===== config.mk =====
export PLATFORM = sky130hd
export DESIGN_NAME = mux_nx1_skid
export DESIGN_NICKNAME = d
export VERILOG_FILES = /design/src/rtl/rv32i_mux_pkg.sv /design/src/rtl/mux_nx1.sv /design/src/rtl/mux_nx1_skid.sv
export SDC_FILE = /design/constraint.sdc
export NUM_CORES = 1
export LEC_CHECK = 0
export ABC_AREA = 1
export CORE_AREA = 4 4 116 118
export CTS_BUF_LIST = sky130_fd_sc_hd__clkbuf_4
export DETAILED_ROUTE_END_ITERATION = 8
export DIE_AREA = 0 0 120 122
export PLACE_DENSITY = 0.77
export SYNTH_ARGS = -nofsm -noshare
export SYNTH_HDL_FRONTEND = slang
export SYNTH_HIERARCHICAL = 1
export SYNTH_SLANG_ARGS = --single-unit

===== constraint.sdc =====
create_clock -name clk -period 1.3 [get_ports clk]
set_input_delay 0.325 -clock clk [delete_from_list [all_inputs] [get_ports clk]]
set_output_delay 0.325 -clock clk [all_outputs]
set_load 0.01 [all_outputs]

===== src/rtl/rv32i_mux_pkg.sv =====
// Shared types and constants for the RV32I writeback-source select path.
//   occ_e      : occupancy of the main/skid output stage
//   DEF_DATA_W : default datapath width
//   WB_*       : writeback-source select codes driven by the decoder
package rv32i_mux_pkg;

  typedef enum logic [1:0] {
    OCC_EMPTY,
    OCC_ONE,
    OCC_FULL
  } occ_e;

  localparam int unsigned DEF_DATA_W = 32;

  localparam int unsigned WB_ALU   = 0;
  localparam int unsigned WB_IMM   = 1;
  localparam int unsigned WB_PC4   = 2;
  localparam int unsigned WB_LD    = 3;
  localparam int unsigned WB_AUIPC = 4;
  localparam int unsigned N_WB_SRC = 5;

endpackage : rv32i_mux_pkg


===== src/rtl/mux_nx1.sv =====
// Combinational N:1 select; an index at or beyond N_IN returns zero.
//   in_data    : packed inputs, input k = in_data[k*DATA_W +: DATA_W]
//   in_sel     : input index
//   sel_data_c : selected word (combinational)
module mux_nx1 #(
  parameter int unsigned DATA_W = 32,
  parameter int unsigned N_IN   = 5,
  parameter int unsigned SEL_W  = $clog2(N_IN) + 1
) (
  input  logic [N_IN*DATA_W-1:0] in_data,
  input  logic [SEL_W-1:0]       in_sel,
  output logic [DATA_W-1:0]      sel_data_c
);

  // Compare-and-pick so unmatched indices fall through to the zero default.
  always_comb begin
    sel_data_c = '0;
    for (int unsigned k = 0; k < N_IN; k++) begin
      if (in_sel == SEL_W'(k)) begin
        sel_data_c = in_data[k*DATA_W +: DATA_W];
      end
    end
  end

endmodule : mux_nx1


===== src/rtl/mux_nx1_skid.sv =====
// N:1 datapath select feeding a two-entry (main + skid) registered output
// stage with valid/ready handshakes on both sides. in_ready depends only on
// registered occupancy. Out-of-range selects produce zero data and are
// recorded in a sticky flag and a saturating counter.
//   clk, reset           : clock, synchronous active-high reset
//   in_data/in_sel       : packed candidate words and their index
//   in_valid/in_ready    : upstream handshake (in_ready registered)
//   flush                : drop every held beat and the beat on offer
//   out_data/out_valid   : registered result and its qualifier
//   out_ready            : downstream accepts
//   sel_err/err_cnt      : sticky out-of-range flag and saturating count
//   err_clr              : clears sel_err/err_cnt (a same-cycle error wins)
module mux_nx1_skid
  import rv32i_mux_pkg::*;
#(
  parameter int unsigned DATA_W = DEF_DATA_W,
  parameter int unsigned N_IN   = N_WB_SRC,
  parameter int unsigned SEL_W  = $clog2(N_IN) + 1,
  parameter int unsigned ERR_W  = 8
) (
  input  logic                   clk,
  input  logic                   reset,
  input  logic [N_IN*DATA_W-1:0] in_data,
  input  logic [SEL_W-1:0]       in_sel,
  input  logic                   in_valid,
  output logic                   in_ready,
  input  logic                   flush,
  output logic [DATA_W-1:0]      out_data,
  output logic                   out_valid,
  input  logic                   out_ready,
  output logic                   sel_err,
  output logic [ERR_W-1:0]       err_cnt,
  input  logic                   err_clr
);

  occ_e              state_q, state_d;
  logic [DATA_W-1:0] main_q, main_d;
  logic [DATA_W-1:0] skid_q, skid_d;
  logic              in_ready_q, in_ready_d;
  logic              out_valid_q, out_valid_d;
  logic              sel_err_q, sel_err_d;
  logic [ERR_W-1:0]  err_cnt_q, err_cnt_d;

  logic [DATA_W-1:0] sel_data_c;
  logic              accept_c;
  logic              produce_c;
  logic              bad_sel_c;

  mux_nx1 #(
    .DATA_W (DATA_W),
    .N_IN   (N_IN),
    .SEL_W  (SEL_W)
  ) u_mux (
    .in_data    (in_data),
    .in_sel     (in_sel),
    .sel_data_c (sel_data_c)
  );

  // A beat offered during flush is not accepted at all.
  assign accept_c  = in_valid && in_ready_q && !flush;
  assign produce_c = out_valid_q && out_ready;
  assign bad_sel_c = (in_sel >= SEL_W'(N_IN));

  // Occupancy next-state and data movement.
  always_comb begin
    state_d = state_q;
    main_d  = main_q;
    skid_d  = skid_q;
    if (flush) begin
      state_d = OCC_EMPTY;
    end else begin
      unique case (state_q)
        OCC_EMPTY: begin
          if (accept_c) begin
            main_d  = sel_data_c;
            state_d = OCC_ONE;
          end
        end
        OCC_ONE: begin
          if (accept_c && produce_c) begin
            main_d = sel_data_c;
          end else if (accept_c) begin
            skid_d  = sel_data_c;
            state_d = OCC_FULL;
          end else if (produce_c) begin
            state_d = OCC_EMPTY;
          end
        end
        OCC_FULL: begin
          // in_ready is low here, so only the skid-to-main move can happen.
          if (produce_c) begin
            main_d  = skid_q;
            state_d = OCC_ONE;
          end
        end
        default: state_d = OCC_EMPTY;
      endcase
    end
    in_ready_d  = (state_d != OCC_FULL);
    out_valid_d = (state_d != OCC_EMPTY);
  end

  // Error flag/counter: an erroring accept overrides a same-cycle clear.
  always_comb begin
    sel_err_d = sel_err_q;
    err_cnt_d = err_cnt_q;
    if (accept_c && bad_sel_c) begin
      sel_err_d = 1'b1;
      if (err_clr) begin
        err_cnt_d = ERR_W'(1);
      end else if (err_cnt_q != '1) begin
        err_cnt_d = err_cnt_q + ERR_W'(1);
      end
    end else if (err_clr) begin
      sel_err_d = 1'b0;
      err_cnt_d = '0;
    end
  end

  // State and output registers.
  always_ff @(posedge clk) begin
    if (reset) begin
      state_q     <= OCC_EMPTY;
      main_q      <= '0;
      skid_q      <= '0;
      in_ready_q  <= 1'b1;
      out_valid_q <= 1'b0;
      sel_err_q   <= 1'b0;
      err_cnt_q   <= '0;
    end else begin
      state_q     <= state_d;
      main_q      <= main_d;
      skid_q      <= skid_d;
      in_ready_q  <= in_ready_d;
      out_valid_q <= out_valid_d;
      sel_err_q   <= sel_err_d;
      err_cnt_q   <= err_cnt_d;
    end
  end

  assign in_ready  = in_ready_q;
  assign out_valid = out_valid_q;
  assign out_data  = main_q;
  assign sel_err   = sel_err_q;
  assign err_cnt   = err_cnt_q;

endmodule : mux_nx1_skid

==> impl_results.md, run 1 <==
- Die Wd: 120 µm
- Synth Area in XOR/XNOR: 0
- Initial Util: 0.381
- Setup Crit Path Kind: register to register
- CTS Sinks: just under 80
- Buffers on Ports: 212
- Post-Syn Nets: 952
- ANT nets after route: 0
- Worst rel slew slack: 0.649
- Critical Path AT: 1.80 ns
- Async set-or-reset flop fraction in the synthesized netlist: 0
- Hold WC Path Type: input pin to register
- Dominant cell type by area after synthesis: dfxtp_1
- Initial antenna violation count: 0
- Avg WL per Cell: 16.2 µm
- Synth Area in Adders: 0.00263
- CP Capture Type: register
- Final GP Congestion: 0.892
- Clock root cell: clkbuf_4
- Global-route wire length before repair: 28100 µm
- Placed Instances: 1173
- Nets@finish: 1223
- RSZ-0062 raised after global routing: true
- Avg Cell Area, Syn: 6.08 µm²
- Fraction of layout cells with a size suffix above 1: 0.305
- Synth Cell Area: 0.00475 mm²
- Final Core Density: 0.681
- H-tree depth: 3
- I/O Pins: 213
- Fin crit share: 1.13
- Clock slew seen by the registers of the worst setup and hold paths: roughly 0.12 ns
- Die area: roughly 0.015 mm²
- Register Area: 0.00161 mm²
- Largest family of logic cells by synthesized area: simple AND/OR/NAND/NOR gates
- Critical Path Start Type: register
- Clk Latency, worst-skew pair: 0.45 ns
- Post-DP HPWL: 13100 µm
- Slew Viols, Final: 0
- Multi-input gate area: just over 0.003 mm²
- Cell Pwr Density: 695 mW/mm²
- Clk buf depth: 2
- Final Skew: about 0.012 ns
- P_leak: 3.73 nW
- Violated checks: negative setup slack
- DRC: 0
- Max-Cap Viols: 0
- Tot GR Track Use: 0.243
- CTS tree: built
- Largest cells by area after synthesis: dfxtp_1, nand3_1, nor2_1, o21ai_0, nand2_1
- Row count: 41
- Core area: 0.0125 mm²
- Post-Layout Cell Count: 1229
- Total gr overflow: 0
- Final Hold Viols: 0
- Setup crit start: in_ready$_SDFF_PP1_
- Synth Area in Compound Gates: 0.162
- Area share of the largest cell type after synthesis: 0.324
- Post-Synth Simple-Gate Area: 0.377
- Tightest Pin Transition: 0.525 ns
- FMAX: 682 MHz
- Pre-Repair DR Iteration Count: 5
- Post-synthesis sequential area ratio: 0.324
- Filler cell count in the final layout: between 1000 and 1500
- Outcome: finished, violations left
- Hold Buf Count CTS: 0
- R2r setup slk: -0.17 ns
- Reg2reg start: in_ready$_SDFF_PP1_
- Synth cell types: 27
- Min Tclk post-route: 1.47 ns
- Commonest register cell after synthesis: dfxtp_1
- Yosys warns: 6
- Iter 0 DRT Violations: 425
- Vias: between 6000 and 7000
- #FFs+latches synth: between 70 and 80
- Min-delay src: flush
- Largest net degree at the start of global routing: 66
- Mux share of post-synthesis cell area: 0
- Critical Path RT: ~1.6 ns
- N_diodes: 0
- Num CTS Buffers: 9
- Vias in the first global route: 5689
- Synthesized instance count: 781
- EDFF count, synth: 0
- Die Ht: 122 µm
- Mean number of vias per cell: about 5.1
- Setup-failing EPs final: a little under 80
- Final Worst Setup Slack: -0.167 ns
- Design Power: 5.90 mW
- Routed wire length: roughly 20000 µm
- Area Overhead vs Synth: 78.7%
- CP Max Fanout: 17
- IR Drop Worst-Case VDD: 0.000411 V
-- metal layers --
layer  vias up  routed length (µm)  global-route usage
met5         -                   0                   0
met4         0                 575              0.0945
met3        47                1650              0.0520
met2       265                9650               0.410
met1      2857                8010               0.305
li1       3083                   -                   -
-- critical path, cell delays in order (launching register included) --
cell	delay [ns]
dfxtp_2	0.38
nand2_4	0.06
nor2_4	0.12
buf_4	0.11
buf_4	0.11
nand3_4	0.13
buf_12	0.20
a21oi_1	0.15
nand2_1	0.09
-- logic make-up after synthesis --
family	count (synthesis)
AOI/OAI and AO/OA	149
adders and majority gates	1
buffers and inverters	139
DFF	77
and+or+nand+nor	415
-- final cells by class --
class,count,share of cell area
repair buffers,308,0.369
multi-input cells,568,0.359
flip-flops and latches,77,0.189
inverters,88,0.0405
well taps,172,0.0253
clock buffers,10,0.00884
clock inverters,6,0.00752
-- cells in the final DEF, fill, tap and decap left out, types with 11 or more instances in the layout --
cell	instances
dfxtp_1	32
a21oi_1	39
buf_4	60
o21ai_2	34
buf_6	41
dfxtp_2	41
inv_1	79
o21ai_0	30
clkdlybuf4s50_1	163
buf_12	11
nand3_2	12
nor2_1	108
nor2_2	26
nand2_1	111
o21ai_1	40
buf_2	22
nor2_4	15
nand3_1	123
-- flip-flops by register name, indices dropped and copies added, names as in the netlist --
| name | cells |
|---|---|
| sel_err | 1 |
| out_data | 32 |
| in_ready | 1 |
| state_q | 2 |
| err_cnt | 8 |
| out_valid | 1 |
| skid_q | 32 |
-- repair_timing --
action,CTS,global route
gates cloned,10,3
resized for setup,302,143
setup buffers,18,11
pin swaps,31,32
setup endpoints to repair,115,94
-- cells in the mapped netlist, types with 2 or more instances --
cell and count:
inv_1 83, nand2_1 121, dfxtp_1 77, o21ai_0 95, buf_6 8, a21oi_1 41, o21ai_1 9, nor2_2 3
buf_4 5, nor2_4 3, buf_2 24, nand2_2 4, clkbuf_1 12, nand3_2 2, nand3_1 135, nand4_1 4
nor2_1 141, nor3_1 2, inv_2 4
-- where the power goes --
| group | total (mW) | switching, mW | leakage [nW] | internal [mW] |
|---|---|---|---|---|
| combinational | 1.85 | 0.825 | 3.02 | 1.03 |
| sequential | 2.54 | 0.0720 | 0.646 | 2.47 |
| clock | 1.51 | 0.907 | 0.0623 | 0.599 |
| total | 5.90 | 1.80 | 3.73 | 4.10 |
-- per-stage QoR --
step | hold slack (ns) | setup WS, ns | setup TNS [ns] | area, µm²
floorplan | 0.387 | 0.00125 | 0 | 4810
global placement | 0.431 | -1.13 | -72.27 | 7370
detailed placement | 0.436 | -1.16 | -73.70 | 7370
CTS | 0.327 | -0.0884 | -1.48 | 7940
global route | 0.366 | -0.218 | -10.55 | 8490
finish | 0.371 | -0.167 | -6.46 | 8490
-- final timing paths --
check / depth (start not counted) / to
setup / recovery: 8 / in_ready$_SDFF_PP1_
hold / removal: 3 / in_ready$_SDFF_PP1_
setup reg to reg: 8 / in_ready$_SDFF_PP1_
hold reg to reg: 2 / skid_q[8]$_SDFFE_PP0P_
Power figures use the tool's default switching activity.
==> run 2, diff against run 1 <==
--- a/config.mk
+++ b/config.mk
@@ -10,6 +10,7 @@
 export CTS_BUF_LIST = sky130_fd_sc_hd__clkbuf_4
 export DETAILED_ROUTE_END_ITERATION = 8
 export DIE_AREA = 0 0 120 122
+export MAX_ROUTING_LAYER = met4
 export PLACE_DENSITY = 0.77
 export SYNTH_ARGS = -nofsm -noshare
 export SYNTH_HDL_FRONTEND = slang
==> impl_results.md, run 2 (synthesized netlist as in run 1, its figures left out) <==
- Violated checks: negative setup slack (unchanged)
- Hold WC Path Type: input pin to register (unchanged)
- Hold Buf Count CTS: 0 (unchanged)
- DRC: 0 (unchanged)
- I/O Pins: 213 (unchanged)
- IR Drop Worst-Case VDD: 0.000418 V (was 0.000411 V)
- CTS tree: built (unchanged)
- Crit-path max cell delay: 0.38 ns (about the same)
- Post-Layout Cell Count: 1229 (unchanged)
- Placed Instances: 1173 (unchanged)
- Final GP Congestion: 0.907 (was 0.892)
- Clock slew seen by the registers of the worst setup and hold paths: 0.12 ns (about the same)
- P_leak: 3.73 nW (about the same)
- Avg WL per Cell: 16.1 µm (was 16.2 µm)
- N_diodes: 0 (unchanged)
- Final hold slack: 0.357 ns (was 0.371 ns)
- R2r setup slk: -0.12 ns (was -0.17 ns)
- Mean number of vias per cell: 5.08 (was 5.09)
- Pre-Repair DR Iteration Count: 5 (unchanged)
- Fraction of layout cells with a size suffix above 1: 0.306 (was 0.305)
- Final Worst Setup Slack: -0.125 ns (was -0.167 ns)
- Tightest Pin Transition: 0.537 ns (was 0.525 ns)
- Crit-path cells: nand2_4, nor2_4, buf_4, buf_4, nand3_4, clkbuf_16, a21oi_1 (was nand2_4, nor2_4, buf_4, buf_4, nand3_4, buf_12, a21oi_1, nand2_1)
- Row count: 41 (unchanged)
- Min Tclk post-route: 1.42 ns (was 1.47 ns)
- Routed wire length: 19800 µm (was 19900 µm)
- Tot GR Track Use: 0.250 (was 0.243)
- Cell Pwr Density: 694 mW/mm² (was 695 mW/mm²)
- Final Core Density: 0.681 (about the same)
- FMAX: 702 MHz (was 682 MHz)
- Critical Path RT: 1.67 ns (was 1.63 ns)
- Area Overhead vs Synth: 78.7% (about the same)
- Final Hold Viols: 0 (unchanged)
- Global-route wire length before repair: 28100 µm (about the same)
- Largest net degree at the start of global routing: 66 (unchanged)
- Vias: 6246 (was 6252)
- Nets@finish: 1223 (unchanged)
- RSZ-0062 raised after global routing: true (unchanged)
- Outcome: finished, violations left (unchanged)
- Post-DP HPWL: 13100 µm (unchanged)
- Max-Cap Viols: 0 (unchanged)
- H-tree depth: 3 (unchanged)
- Initial Util: 0.381 (unchanged)
- Fin crit share: 1.10 (was 1.13)
- Iter 0 DRT Violations: 499 (was 425)
- Buffers on Ports: 212 (unchanged)
- CP Capture Type: register (unchanged)
- Setup Crit Path Kind: register to register (unchanged)
- Setup-failing EPs final: 78 (was 77)
- Slew Viols, Final: 0 (unchanged)
- Num CTS Buffers: 9 (unchanged)
- Die area: 0.0146 mm² (unchanged)
- Most frequent cells in the layout: clkdlybuf4s50_1, nand3_1, nand2_1 (unchanged)
- Slowest CP cell: dfxtp_2 (unchanged)
- CTS Sinks: 77 (unchanged)
- DP Area: 0.00737 mm² (unchanged)
- CP Max Fanout: 32 (was 17)
- Clk Latency, worst-skew pair: 0.44 ns (was 0.45 ns)
- Total gr overflow: 0 (unchanged)
- Final Skew: 0.0106 ns (was 0.0122 ns)
- Most common cell after layout, fill and taps aside: clkdlybuf4s50_1 (unchanged)
- Place WS: -1.16 ns (unchanged)
- Die Ht: 122 µm (unchanged)
- Die Wd: 120 µm (unchanged)
- Core area: 0.0125 mm² (unchanged)
- Fin area: 0.00849 mm² (about the same)
- Clock root cell: clkbuf_4 (unchanged)
- Critical Path AT: 1.79 ns (was 1.80 ns)
- Most common cell on crit path: buf_4 (unchanged)
- Vias in the first global route: 5692 (was 5689)
- Critical Path Start Type: register (unchanged)
- ANT nets after route: 0 (unchanged)
- Clk buf depth: 2 (unchanged)
- Worst rel slew slack: 0.641 (was 0.649)
- Initial antenna violation count: 0 (unchanged)
[run 2: repair_timing]
action	in CTS	in global routing
setup buffers	18	11
gates resized for setup	302	143
cloned	10	3
endpoints found under the setup margin	115	94
pin swaps	31	31
[run 2: path summary, 6_finish.rpt]
check,from,endpoint,cells after the start
max,in_ready$_SDFF_PP1_,skid_q[24]$_SDFFE_PP0P_,7
min,flush,in_ready$_SDFF_PP1_,3
max reg2reg,in_ready$_SDFF_PP1_,skid_q[24]$_SDFFE_PP0P_,7
min reg2reg,skid_q[20]$_SDFFE_PP0P_,skid_q[20]$_SDFFE_PP0P_,2
[run 2: where the power goes]
part	internal (mW)	switching, mW
Combinational	1.03	0.823
Clock	0.600	0.901
Sequential	2.47	0.0715
Total	4.10	1.80
[run 2: cell type report]
class,instances,area [µm²]
multi-input combinational,568,3050
tap,172,215
timing repair buffer,308,3140
fill,1028,3980
clock inverter,6,63.8
sequential,77,1610
clock buffer,10,75.1
inverter,88,344
[run 2: through the flow]
stage	power, mW	setup TNS (ns)
after floorplan	3.18	0
after global placement	4.10	-72.27
after detailed placement	4.12	-73.70
after CTS	5.73	-1.48
after global routing	6.14	-10.66
final	5.89	-6.18
[run 2: worst max-delay path: cells and delay by family (launching register included)]
| kind | cells | cell delay (ns) |
|---|---|---|
| buffers and inverters | 3 | 0.47 |
| DFF | 1 | 0.38 |
| AOI/OAI and AO/OA | 1 | 0.18 |
| and+or+nand+nor | 3 | 0.31 |
[run 2: per-layer routing]
layer	routed length, µm	vias up	share of wire	GRT usage
met1	8170	2831	0.41	0.316
met5	0	-	0	-
met4	527	0	0.027	0.0966
li1	-	3081	-	-
met3	1480	39	0.075	0.0334
met2	9630	295	0.49	0.409
==> run 3, diff against run 2 <==
--- a/config.mk
+++ b/config.mk
@@ -6,6 +6,7 @@
 export NUM_CORES = 1
 export LEC_CHECK = 0
 export ABC_AREA = 1
+export CAP_MARGIN = 20
 export CORE_AREA = 4 4 116 118
 export CTS_BUF_LIST = sky130_fd_sc_hd__clkbuf_4
 export DETAILED_ROUTE_END_ITERATION = 8
==> results of run 3 <==
Same layout as run 2: the final DEF is identical, and so are final timing and power.
